File: config.mk
export PLATFORM = sky130hd
export DESIGN_NAME = lighthouse_pulse_generator
export DESIGN_NICKNAME = d
export VERILOG_FILES = /design/src/rtl/lighthouse_pulse_generator_pkg.sv /design/src/rtl/lighthouse_pulse_generator_bmc_encoder_tx.sv /design/src/rtl/lighthouse_pulse_generator.sv
export SDC_FILE = /design/constraint.sdc
export NUM_CORES = 1
export LEC_CHECK = 0
export BUFFER_PORTS_ARGS = -buffer_cell sky130_fd_sc_hd__buf_2
export CAP_MARGIN = 20
export CORE_ASPECT_RATIO = 0.8
export CORE_MARGIN = 1.5
export CORE_UTILIZATION = 30
export DETAILED_ROUTE_END_ITERATION = 7
export SYNTH_ARGS = -nofsm -noshare
export SYNTH_HDL_FRONTEND = slang
export SYNTH_SLANG_ARGS = --single-unit
File: constraint.sdc
create_clock -name clk_96MHz -period 4.2 [get_ports clk_96MHz]
set_input_delay 0.63 -clock clk_96MHz [delete_from_list [all_inputs] [get_ports clk_96MHz]]
set_output_delay 0.63 -clock clk_96MHz [all_outputs]
set_load 0.02 [all_outputs]
File: src/rtl/lighthouse_pulse_generator_pkg.sv
// Shared types and the LFSR step for the Lighthouse V2 sweep-pulse generator.
// The step function is also used by verification reference models.
package lighthouse_pulse_generator_pkg;

    localparam int unsigned LFSR_W = 17;
    localparam int unsigned TS_W   = 24;

    typedef enum logic [1:0] {
        ST_IDLE,
        ST_SEEK,
        ST_EMIT,
        ST_TAIL
    } pulse_state_e;

    // Fibonacci step: returns {fb, next_state}; fb is also the emitted bit.
    function automatic logic [LFSR_W:0] lfsr_next(
        input logic [LFSR_W-1:0] state,
        input logic [LFSR_W-1:0] poly
    );
        logic fb;
        fb = ^(state & poly);
        return {fb, state[LFSR_W-2:0], fb};
    endfunction

endpackage

File: src/rtl/lighthouse_pulse_generator_bmc_encoder_tx.sv
// Biphase-Mark transmit encoder: owns the line level and the half-bit timing.
// A bit is taken when idle or exactly at the end of the current bit period.
module bmc_encoder_tx #(
    parameter int unsigned HALF_BIT_TICKS = 8
) (
    input  logic clk_96MHz,
    input  logic reset,
    input  logic clear,
    input  logic bit_in,
    input  logic bit_valid,
    output logic bit_taken,
    output logic bmc_out
);

    localparam int unsigned CNT_W = $clog2(HALF_BIT_TICKS) + 1;
    localparam logic [CNT_W-1:0] MID_LAST = CNT_W'(HALF_BIT_TICKS - 1);
    localparam logic [CNT_W-1:0] BIT_LAST = CNT_W'(2 * HALF_BIT_TICKS - 1);

    logic             active_q, active_d;
    logic [CNT_W-1:0] cnt_q, cnt_d;
    logic             bit_q, bit_d;
    logic             bmc_q, bmc_d;
    logic             bit_end;

    assign bit_end   = active_q && (cnt_q == BIT_LAST);
    assign bit_taken = bit_valid && (!active_q || bit_end);
    assign bmc_out   = bmc_q;

    always_comb begin
        active_d = active_q;
        cnt_d    = cnt_q;
        bit_d    = bit_q;
        bmc_d    = bmc_q;
        if (active_q) begin
            cnt_d = cnt_q + 1'b1;
            if (cnt_q == MID_LAST && bit_q) begin
                bmc_d = ~bmc_q;
            end
            if (bit_end) begin
                active_d = 1'b0;
                cnt_d    = '0;
            end
        end
        // A new bit always starts with a transition; a one adds a mid-bit one.
        if (bit_taken) begin
            active_d = 1'b1;
            cnt_d    = '0;
            bit_d    = bit_in;
            bmc_d    = ~bmc_q;
        end
        if (clear) begin
            active_d = 1'b0;
            cnt_d    = '0;
            bit_d    = 1'b0;
            bmc_d    = 1'b0;
        end
    end

    always_ff @(posedge clk_96MHz) begin
        if (reset) begin
            active_q <= 1'b0;
            cnt_q    <= '0;
            bit_q    <= 1'b0;
            bmc_q    <= 1'b0;
        end else begin
            active_q <= active_d;
            cnt_q    <= cnt_d;
            bit_q    <= bit_d;
            bmc_q    <= bmc_d;
        end
    end

endmodule

File: src/rtl/lighthouse_pulse_generator.sv
// Lighthouse V2 sweep-pulse transmitter: seeks the LFSR, then emits BMC bits under an envelope.
// Optional PULSE_GEN_TIMESTAMP_EN captures a free-running 24-bit counter at envelope rise.
module lighthouse_pulse_generator
    import lighthouse_pulse_generator_pkg::*;
#(
    parameter int unsigned HALF_BIT_TICKS = 8,
    parameter logic [16:0] LFSR_SEED      = 17'h00001,
    parameter int unsigned MAX_BITS_W     = 8
) (
    input  logic                  clk_96MHz,
    input  logic                  reset,
    input  logic                  start,
    input  logic [16:0]           polynomial,
    input  logic [16:0]           offset,
    input  logic [MAX_BITS_W-1:0] num_bits,
    output logic                  bmc_out,
    output logic                  envelope,
    output logic                  busy,
    output logic                  done,
    output logic                  error,
    output logic [16:0]           lfsr_at_start,
    output logic [23:0]           ts_start
);

    // Tail ends one full bit after the last bit finishes: two bit periods after it is taken.
    localparam int unsigned TAIL_W = $clog2(4 * HALF_BIT_TICKS);
    localparam logic [TAIL_W-1:0] TAIL_LAST = TAIL_W'(4 * HALF_BIT_TICKS - 1);

    pulse_state_e          state_q, state_d;
    logic [LFSR_W-1:0]     poly_q, poly_d;
    logic [MAX_BITS_W-1:0] num_q, num_d;
    logic [LFSR_W-1:0]     lfsr_q, lfsr_d;
    logic [LFSR_W-1:0]     seek_q, seek_d;
    logic [MAX_BITS_W-1:0] bit_cnt_q, bit_cnt_d;
    logic [TAIL_W-1:0]     tail_q, tail_d;
    logic                  env_q, env_d;
    logic                  busy_q, busy_d;
    logic                  done_q, done_d;
    logic                  error_q, error_d;
    logic [LFSR_W-1:0]     las_q, las_d;

    logic              fb;
    logic [LFSR_W-1:0] lfsr_step;
    logic              bit_valid;
    logic              bit_taken;
    logic              enc_clear;

    assign {fb, lfsr_step} = lfsr_next(lfsr_q, poly_q);
    assign bit_valid = ((state_q == ST_SEEK) && (seek_q == '0)) || (state_q == ST_EMIT);

    bmc_encoder_tx #(
        .HALF_BIT_TICKS(HALF_BIT_TICKS)
    ) u_bmc_encoder_tx (
        .clk_96MHz(clk_96MHz),
        .reset    (reset),
        .clear    (enc_clear),
        .bit_in   (fb),
        .bit_valid(bit_valid),
        .bit_taken(bit_taken),
        .bmc_out  (bmc_out)
    );

    always_comb begin
        state_d   = state_q;
        poly_d    = poly_q;
        num_d     = num_q;
        lfsr_d    = lfsr_q;
        seek_d    = seek_q;
        bit_cnt_d = bit_cnt_q;
        tail_d    = tail_q;
        env_d     = env_q;
        busy_d    = busy_q;
        las_d     = las_q;
        done_d    = 1'b0;
        error_d   = 1'b0;
        enc_clear = 1'b0;

        case (state_q)
            ST_IDLE: begin
                if (start) begin
                    if (polynomial == '0) begin
                        error_d = 1'b1;
                    end else if (num_bits == '0) begin
                        done_d = 1'b1;
                    end else begin
                        state_d   = ST_SEEK;
                        poly_d    = polynomial;
                        num_d     = num_bits;
                        lfsr_d    = LFSR_SEED;
                        seek_d    = offset;
                        bit_cnt_d = '0;
                        busy_d    = 1'b1;
                    end
                end
            end
            ST_SEEK: begin
                if (seek_q != '0) begin
                    lfsr_d = lfsr_step;
                    seek_d = seek_q - 1'b1;
                end
            end
            ST_EMIT: begin
            end
            ST_TAIL: begin
                tail_d = tail_q + 1'b1;
                if (tail_q == TAIL_LAST) begin
                    state_d   = ST_IDLE;
                    tail_d    = '0;
                    env_d     = 1'b0;
                    busy_d    = 1'b0;
                    done_d    = 1'b1;
                    enc_clear = 1'b1;
                end
            end
            default: state_d = ST_IDLE;
        endcase

        // The first bit is taken on the same edge that leaves SEEK and raises the envelope.
        if (bit_taken) begin
            lfsr_d    = lfsr_step;
            bit_cnt_d = bit_cnt_q + 1'b1;
            if (state_q == ST_SEEK) begin
                env_d = 1'b1;
                las_d = lfsr_q;
            end
            if (bit_cnt_d == num_q) begin
                state_d = ST_TAIL;
                tail_d  = '0;
            end else begin
                state_d = ST_EMIT;
            end
        end
    end

    always_ff @(posedge clk_96MHz) begin
        if (reset) begin
            state_q   <= ST_IDLE;
            poly_q    <= '0;
            num_q     <= '0;
            lfsr_q    <= LFSR_SEED;
            seek_q    <= '0;
            bit_cnt_q <= '0;
            tail_q    <= '0;
            env_q     <= 1'b0;
            busy_q    <= 1'b0;
            done_q    <= 1'b0;
            error_q   <= 1'b0;
            las_q     <= '0;
        end else begin
            state_q   <= state_d;
            poly_q    <= poly_d;
            num_q     <= num_d;
            lfsr_q    <= lfsr_d;
            seek_q    <= seek_d;
            bit_cnt_q <= bit_cnt_d;
            tail_q    <= tail_d;
            env_q     <= env_d;
            busy_q    <= busy_d;
            done_q    <= done_d;
            error_q   <= error_d;
            las_q     <= las_d;
        end
    end

`ifdef PULSE_GEN_TIMESTAMP_EN
    logic [TS_W-1:0] ts_cnt_q, ts_cnt_d;
    logic [TS_W-1:0] ts_start_q, ts_start_d;
    logic            env_rise;

    assign env_rise = bit_taken && (state_q == ST_SEEK);

    always_comb begin
        ts_cnt_d   = ts_cnt_q + 1'b1;
        ts_start_d = env_rise ? ts_cnt_q : ts_start_q;
    end

    always_ff @(posedge clk_96MHz) begin
        if (reset) begin
            ts_cnt_q   <= '0;
            ts_start_q <= '0;
        end else begin
            ts_cnt_q   <= ts_cnt_d;
            ts_start_q <= ts_start_d;
        end
    end

    assign ts_start = ts_start_q;
`else
    assign ts_start = '0;
`endif

    assign envelope      = env_q;
    assign busy          = busy_q;
    assign done          = done_q;
    assign error         = error_q;
    assign lfsr_at_start = las_q;

endmodule

==> flow_summary.ini, run 1 <==
[status]
outcome = finished, final reports clean

[placed_design]
io_buffer_count = 66
placement.setup.worst_slack_ns = 1.18
globalplace.congestion = 0.745
dp.final_hpwl_um = 8320
dp.cells = 843
post_dp_cell_area_sq_um = 5400

[route]
wl_per_cell_um = 13.6
dr_total_vias = 4052
drt_drc_violations_left = 0
wl_um = 11700
viasPerCell = 4.72
drt_iter0_markers = 274
detailedRoute.firstPassIterationCount = 4
ant_nets = 0

[global_routing]
grt_pass1_vias = 3681
met1_track_demand_over_resource_in_global_routing_pct = 20.3
grt.busiest_layer = met1
grt_antenna_before_repair = 1
grt_remaining_overflow = 0
met2_usage_pct = 19.8
globalRouteMet3Util_pct = 3.51
grt_pass1_wl_um = 19400
maximum_number_of_pins_on_one_net_before_global_route_repair = 94
grtUsageTotal_pct = 13.7

[timing]
setup_total_negative_slack_ns = 0
worst_slack_ns = 1.24
setup_violations = 0
slew_headroom_pct = 32.8
unrepaired_setup_endpoints_after_global_routing = false
period_share_pct = 70.4
clock.fmax_mhz = 338
clock-skew-final_ns = 0.00982
final.min_clock_period_ns = 2.96
slew_violations = 0
finalHoldViolations = 0
worstMarginPinSlew_ns = 1.01

[worst_setup_path]
timing.setup.critical_path_class = reg2reg
worst-r2r-cell-count = 9
setup.worst_path.start_class = flop
reg_to_reg_slack_setup_ns = 1.24
cp.required_ns = 4.46
critPathMaxFanout = 18
r2r-end = lfsr_q[9]$_SDFFE_PP0P_
regToRegStartpoint = state_q[0]$_SDFFE_PP0P_
endpoint_kind = flop
arrival_ns = 3.22

[yosys]
synth-warning-count = 0
yosys_most_used_dff = sky130_fd_sc_hd__dfxtp_1
yosysMostFrequentCell = sky130_fd_sc_hd__dfxtp_1
synth_enable_flop_cells = 0
dominant_cells_by_area_after_synthesis = sky130_fd_sc_hd__dfxtp_1, sky130_fd_sc_hd__mux2i_1, sky130_fd_sc_hd__nor2_1, sky130_fd_sc_hd__nand2_1, sky130_fd_sc_hd__buf_4
mapped_area_sq_um = 4990
synth_top_area_cell = sky130_fd_sc_hd__dfxtp_1
synth_seq_area_share_pct = 40.9
synth.lib_cells_used.distinct = 50
synth.ff_latch_count = 102
synth_top_area_share_pct = 40.9
synth_instances = 589
synth.cells.most_frequent = sky130_fd_sc_hd__dfxtp_1, sky130_fd_sc_hd__nor2_1, sky130_fd_sc_hd__nand2_1
post_synth.cell_area_avg_sq_um = 8.48
asyncSetResetFlopFracSynth_pct = 0

[clocking]
post_cts_resized = 0
cts_num_sinks = 102
clk_root_buffer_cell = sky130_fd_sc_hd__clkbuf_16
cts_buffers = 9
clock_latency_ns = 0.34
clk_pin_slew_ns = 0.07
cts_tree = yes
clock_tree.buffer_depth = 2
cts_post_setup_buffers_inserted = 0
cts-htree-levels = 3
cts.hold.buffers_added = 0

[floorplanning]
chipWidth_um = 147
rows = 41
initial_utilization_pct = 31.2
die_y_um = 118
core_area_sq_um = 16000
die-area_sq_um = 17400
boundaryPins = 91

[final_layout]
final_std_cells_w_o_fill = 859
ratio_of_cells_with_drive_above_1_in_the_final_layout_pct = 15.4
layout.nets = 693
antennaDiodeCount = 0
layout_area_overhead_pct = 13.8
final_cell_area_sq_um = 5680
nFillCells = 1703

[power]
p_per_area_nw_per_um2 = 571
vdd_drop_max_mv = 0.339
leakage_dissipation_nw = 2.44

[min_path]
hold_class = reg2reg
hold_start = u_bmc_encoder_tx.bit_q$_SDFFE_PP0P_
whs_path_depth = 2
hold-path-endpoint = u_bmc_encoder_tx.bit_q$_SDFFE_PP0P_

[job]
cap_viol_max_count = 0
flip-flops by register name, indices dropped and copies added, names as in the netlist:
signal / count
num_q: 8
seek_q: 17
busy: 1
lfsr_q: 17
u_bmc_encoder_tx.active_q: 1
error: 1
u_bmc_encoder_tx.bit_q: 1
bit_cnt_q: 8
poly_q: 17
done: 1
state_q: 2
u_bmc_encoder_tx.bmc_out: 1
lfsr_at_start: 17
tail_q: 5
envelope: 1
u_bmc_encoder_tx.cnt_q: 4
stage by stage:
stage                     hold WS (ns)  total power, mW  utilization (%)
after global placement           0.450             2.45             33.8
final                            0.471             3.25             35.5
after floorplan                  0.436             2.23                -
after global routing             0.506             3.48             35.5
after detailed placement         0.456             2.46             33.8
after CTS                        0.466             3.27             35.5
placed cells by master, fill, tap and decap left out, types with 3 or more instances in the layout:
master and count:
sky130_fd_sc_hd__dfxtp_1 102, sky130_fd_sc_hd__nor2_1 77, sky130_fd_sc_hd__nand2_1 69, sky130_fd_sc_hd__buf_2 66
sky130_fd_sc_hd__mux2i_1 45, sky130_fd_sc_hd__a21oi_1 38, sky130_fd_sc_hd__nand3_1 28, sky130_fd_sc_hd__conb_1 24
sky130_fd_sc_hd__o21ai_0 23, sky130_fd_sc_hd__xnor2_1 20, sky130_fd_sc_hd__nor3_1 19, sky130_fd_sc_hd__a22oi_1 15
sky130_fd_sc_hd__xor2_1 10, sky130_fd_sc_hd__ha_1 9, sky130_fd_sc_hd__clkbuf_16 9, sky130_fd_sc_hd__inv_1 8
sky130_fd_sc_hd__or3_1 7, sky130_fd_sc_hd__nor4_1 7, sky130_fd_sc_hd__nand2b_1 5, sky130_fd_sc_hd__and2_1 5
sky130_fd_sc_hd__buf_4 5, sky130_fd_sc_hd__o41ai_1 4, sky130_fd_sc_hd__nand4_1 3, sky130_fd_sc_hd__o31ai_1 3
sky130_fd_sc_hd__inv_6 3
routing by layer:
layer | vias up | wire (um)
li1 | 2100 | -
met1 | 1869 | 6250
met2 | 73 | 4900
met3 | 8 | 457
met4 | 2 | 80
met5 | - | 13
how the worst max path moves through the flow:
| stage | to | slack (ns) | startpoint | depth (start not counted) |
|---|---|---|---|---|
| 5_1_grt | lfsr_q[16]$_SDFFE_PP0P_ | 0.93 | state_q[1]$_SDFFE_PP0P_ | 10 |
| 4_1_cts | lfsr_q[9]$_SDFFE_PP0P_ | 1.26 | state_q[1]$_SDFFE_PP0P_ | 10 |
| 6_report | lfsr_q[9]$_SDFFE_PP0P_ | 1.24 | state_q[0]$_SDFFE_PP0P_ | 9 |
| 3_5_place_dp | lfsr_q[9]$_SDFFE_PP0P_ | 1.18 | num_bits[7] | 9 |
| 2_1_floorplan | lfsr_q[0]$_SDFFE_PP1P_ | 1.85 | polynomial[3] | 9 |
| 3_3_place_gp | lfsr_q[11]$_SDFFE_PP0P_ | 1.22 | num_bits[7] | 9 |
layout make-up:
cell class / instances / area [sq um] / share of cell area [%]
Tap cell: 215 / 269 / 4.73
Sequential cell: 102 / 2040 / 35.9
Multi-Input combinational cell: 447 / 2690 / 47.4
Clock inverter: 6 / 52.6 / 0.924
Clock buffer: 10 / 229 / 4.03
Timing Repair Buffer: 71 / 368 / 6.47
Inverter: 8 / 30.0 / 0.528
power by group:
group          switching [mW]  internal (mW)
Sequential              0.132           1.10
Combinational           0.782          0.431
Clock                   0.389          0.413
Total                    1.30           1.94
worst max-delay path, stage by stage, from the launching register on:
cell and delay [ns]:
sky130_fd_sc_hd__dfxtp_1 0.41, sky130_fd_sc_hd__ha_1 0.17, sky130_fd_sc_hd__buf_4 0.23, sky130_fd_sc_hd__nand2_1 0.10, sky130_fd_sc_hd__nor3_1 0.33, sky130_fd_sc_hd__a41oi_2 0.24
sky130_fd_sc_hd__or2_1 0.47, sky130_fd_sc_hd__nand2b_1 0.59, sky130_fd_sc_hd__nand3_1 0.16, sky130_fd_sc_hd__a21oi_1 0.18
cells by family (layout without fill, tap and decap cells):
| group | Yosys count | count (layout) | share of synthesized area [%] |
|---|---|---|---|
| other cells | 1 | 24 | 0.0751 |
| mux | 47 | 47 | 9.47 |
| xor+xnor | 31 | 31 | 5.71 |
| flops | 102 | 102 | 40.9 |
| compound gates | 101 | 101 | 12.5 |
| simple gates | 235 | 235 | 21.8 |
| buf+inv | 63 | 95 | 7.24 |
| fa+ha+maj | 9 | 9 | 2.26 |
Power figures use the tool's default switching activity.
==> run 2, diff against run 1 <==
clock period = 2.9 ns   (was 4.2 ns; I/O delays follow)
==> run 2 against run 1 <==
Net effect: first-iteration DRC count is 15% lower; clock power is 48% higher; via count is 0.77% higher; die area stayed put; count of clock-buffer cells in the layout is 1 lower; register-to-register slack worse by 0.95 ns; combinational power is 50% higher; global-route usage is 0.24 points higher; non-clock buffer count is 7 higher; critical endpoint is now lfsr_q[7]$_SDFFE_PP0P_; largest cell class unchanged.
==> flow_summary.ini, run 2 (synthesized netlist as in run 1, its figures left out) <==
[clocking]
clock_tree.buffer_depth = 2
cts.hold.buffers_added = 0
cts_buffers = 9
clk_pin_slew_ns = 0.07
post_cts_resized = 0
cts-htree-levels = 3
cts_post_setup_buffers_inserted = 0
clock_latency_ns = 0.35
cts_tree = yes
cts_num_sinks = 102
clk_root_buffer_cell = sky130_fd_sc_hd__clkbuf_16

[power]
total_power_mw = 4.79
vdd_drop_max_mv = 0.389
power.share.clock_pct = 24.8
internal_power_mw = 2.93
power.share.sequential_pct = 37.1
switching_power_as_a_share_of_total_power_pct = 39.0
leakage_dissipation_nw = 2.48
p_per_area_nw_per_um2 = 833
p_comb_share_pct = 38.0
p_switching_mw = 1.87

[route]
wl_per_cell_um = 13.9
ant_nets = 0
viasPerCell = 4.73
drt_drc_violations_left = 0
detailedRoute.firstPassIterationCount = 4
dr_total_vias = 4083
wl_um = 12000
drt_iter0_markers = 232

[placed_design]
dp.cells = 850
dp.final_hpwl_um = 8560
globalplace.congestion = 0.794
io_buffer_count = 66

[worst_setup_path]
arrival_ns = 2.88
critPathMaxFanout = 17
setup.worst_path.start_class = flop
cp.required_ns = 3.18
endpoint_kind = flop
timing.setup.critical_path_class = reg2reg

[floorplanning]
die-area_sq_um = 17400
die_y_um = 118
chipWidth_um = 147
boundaryPins = 91
core_area_sq_um = 16000
rows = 41
initial_utilization_pct = 31.2

[final_layout]
final_std_cells_w_o_fill = 864
nFillCells = 1711
layout_common_cells = sky130_fd_sc_hd__dfxtp_1, sky130_fd_sc_hd__nor2_1, sky130_fd_sc_hd__nand2_1
antennaDiodeCount = 0
seqCellArea_sq_um = 2040
layout_commonest_cell = sky130_fd_sc_hd__dfxtp_1
layout_area_overhead_pct = 15.2
multiInputGateArea_sq_um = 2690
ratio_of_cells_with_drive_above_1_in_the_final_layout_pct = 16.2
final_core_util_pct = 35.9
layout.nets = 700

[timing]
clock-skew-final_ns = 0.00821
final.min_clock_period_ns = 2.61
slew_headroom_pct = 55.5
worstMarginPinSlew_ns = 0.668
unrepaired_setup_endpoints_after_global_routing = false
setup_violations = 0
slew_violations = 0
setup_total_negative_slack_ns = 0
period_share_pct = 89.9
clock.fmax_mhz = 384
finalHoldViolations = 0

[status]
outcome = finished, final reports clean

[global_routing]
grt_remaining_overflow = 0
grt_pass1_vias = 3635
grt_antenna_before_repair = 0
grt_pass1_wl_um = 19400
grtUsageTotal_pct = 13.9
maximum_number_of_pins_on_one_net_before_global_route_repair = 80

[job]
cap_viol_max_count = 0

[min_path]
hold_class = in2reg
[run 2: worst max-delay path, stage by stage (launching register included)]
cell	delay [ns]
sky130_fd_sc_hd__dfxtp_1	0.33
sky130_fd_sc_hd__inv_1	0.11
sky130_fd_sc_hd__ha_1	0.24
sky130_fd_sc_hd__nand2_1	0.09
sky130_fd_sc_hd__nor3_1	0.34
sky130_fd_sc_hd__a41oi_2	0.25
sky130_fd_sc_hd__or2_1	0.33
sky130_fd_sc_hd__nand2b_1	0.51
sky130_fd_sc_hd__nand3_1	0.17
sky130_fd_sc_hd__a21oi_1	0.18
[run 2: worst paths after layout]
kind	startpoint	endpoint	slack, ns	cells after the start
worst max-delay path	seek_q[0]$_SDFFE_PP0P_	lfsr_q[7]$_SDFFE_PP0P_	0.29	9
worst min-delay path	num_bits[6]	num_q[6]$_SDFFE_PP0P_	0.34	3
worst max register to register	seek_q[0]$_SDFFE_PP0P_	lfsr_q[7]$_SDFFE_PP0P_	0.29	9
worst min register to register	seek_q[16]$_SDFFE_PP0P_	seek_q[16]$_SDFFE_PP0P_	0.48	2
[run 2: power by group through the flow]
stage	Clock, mW	Combinational (mW)	Sequential (mW)
floorplan	0	1.46	1.77
global placement	0	1.81	1.81
detailed placement	0	1.81	1.81
CTS	1.23	1.83	1.78
global route	1.30	2.04	1.81
finish	1.19	1.82	1.78
[run 2: through the flow]
stage	setup WS, ns	cell area (sq um)	hold slack (ns)
detailed placement	0.313	5470	0.471
global placement	0.397	5470	0.466
global route	0.0342	5750	0.336
floorplan	0.735	5080	0.436
CTS	0.297	5750	0.334
finish	0.294	5750	0.338
[run 2: layout make-up]
type	instances	share of cell area [%]
repair buffers	78	7.53
multi-input cells	447	46.8
clock inverters	5	1.04
inverters	8	0.522
flip-flops and latches	102	35.5
clock buffers	9	3.91
well taps	215	4.68
[run 2: metal layers]
layer,share of wire [%],global-route usage (%),vias up
met3,5.0,4.71,4
met1,52,20.2,1879
li1,-,-,2112
met5,0,0,-
met2,43,20.1,88
met4,0.51,2.06,0
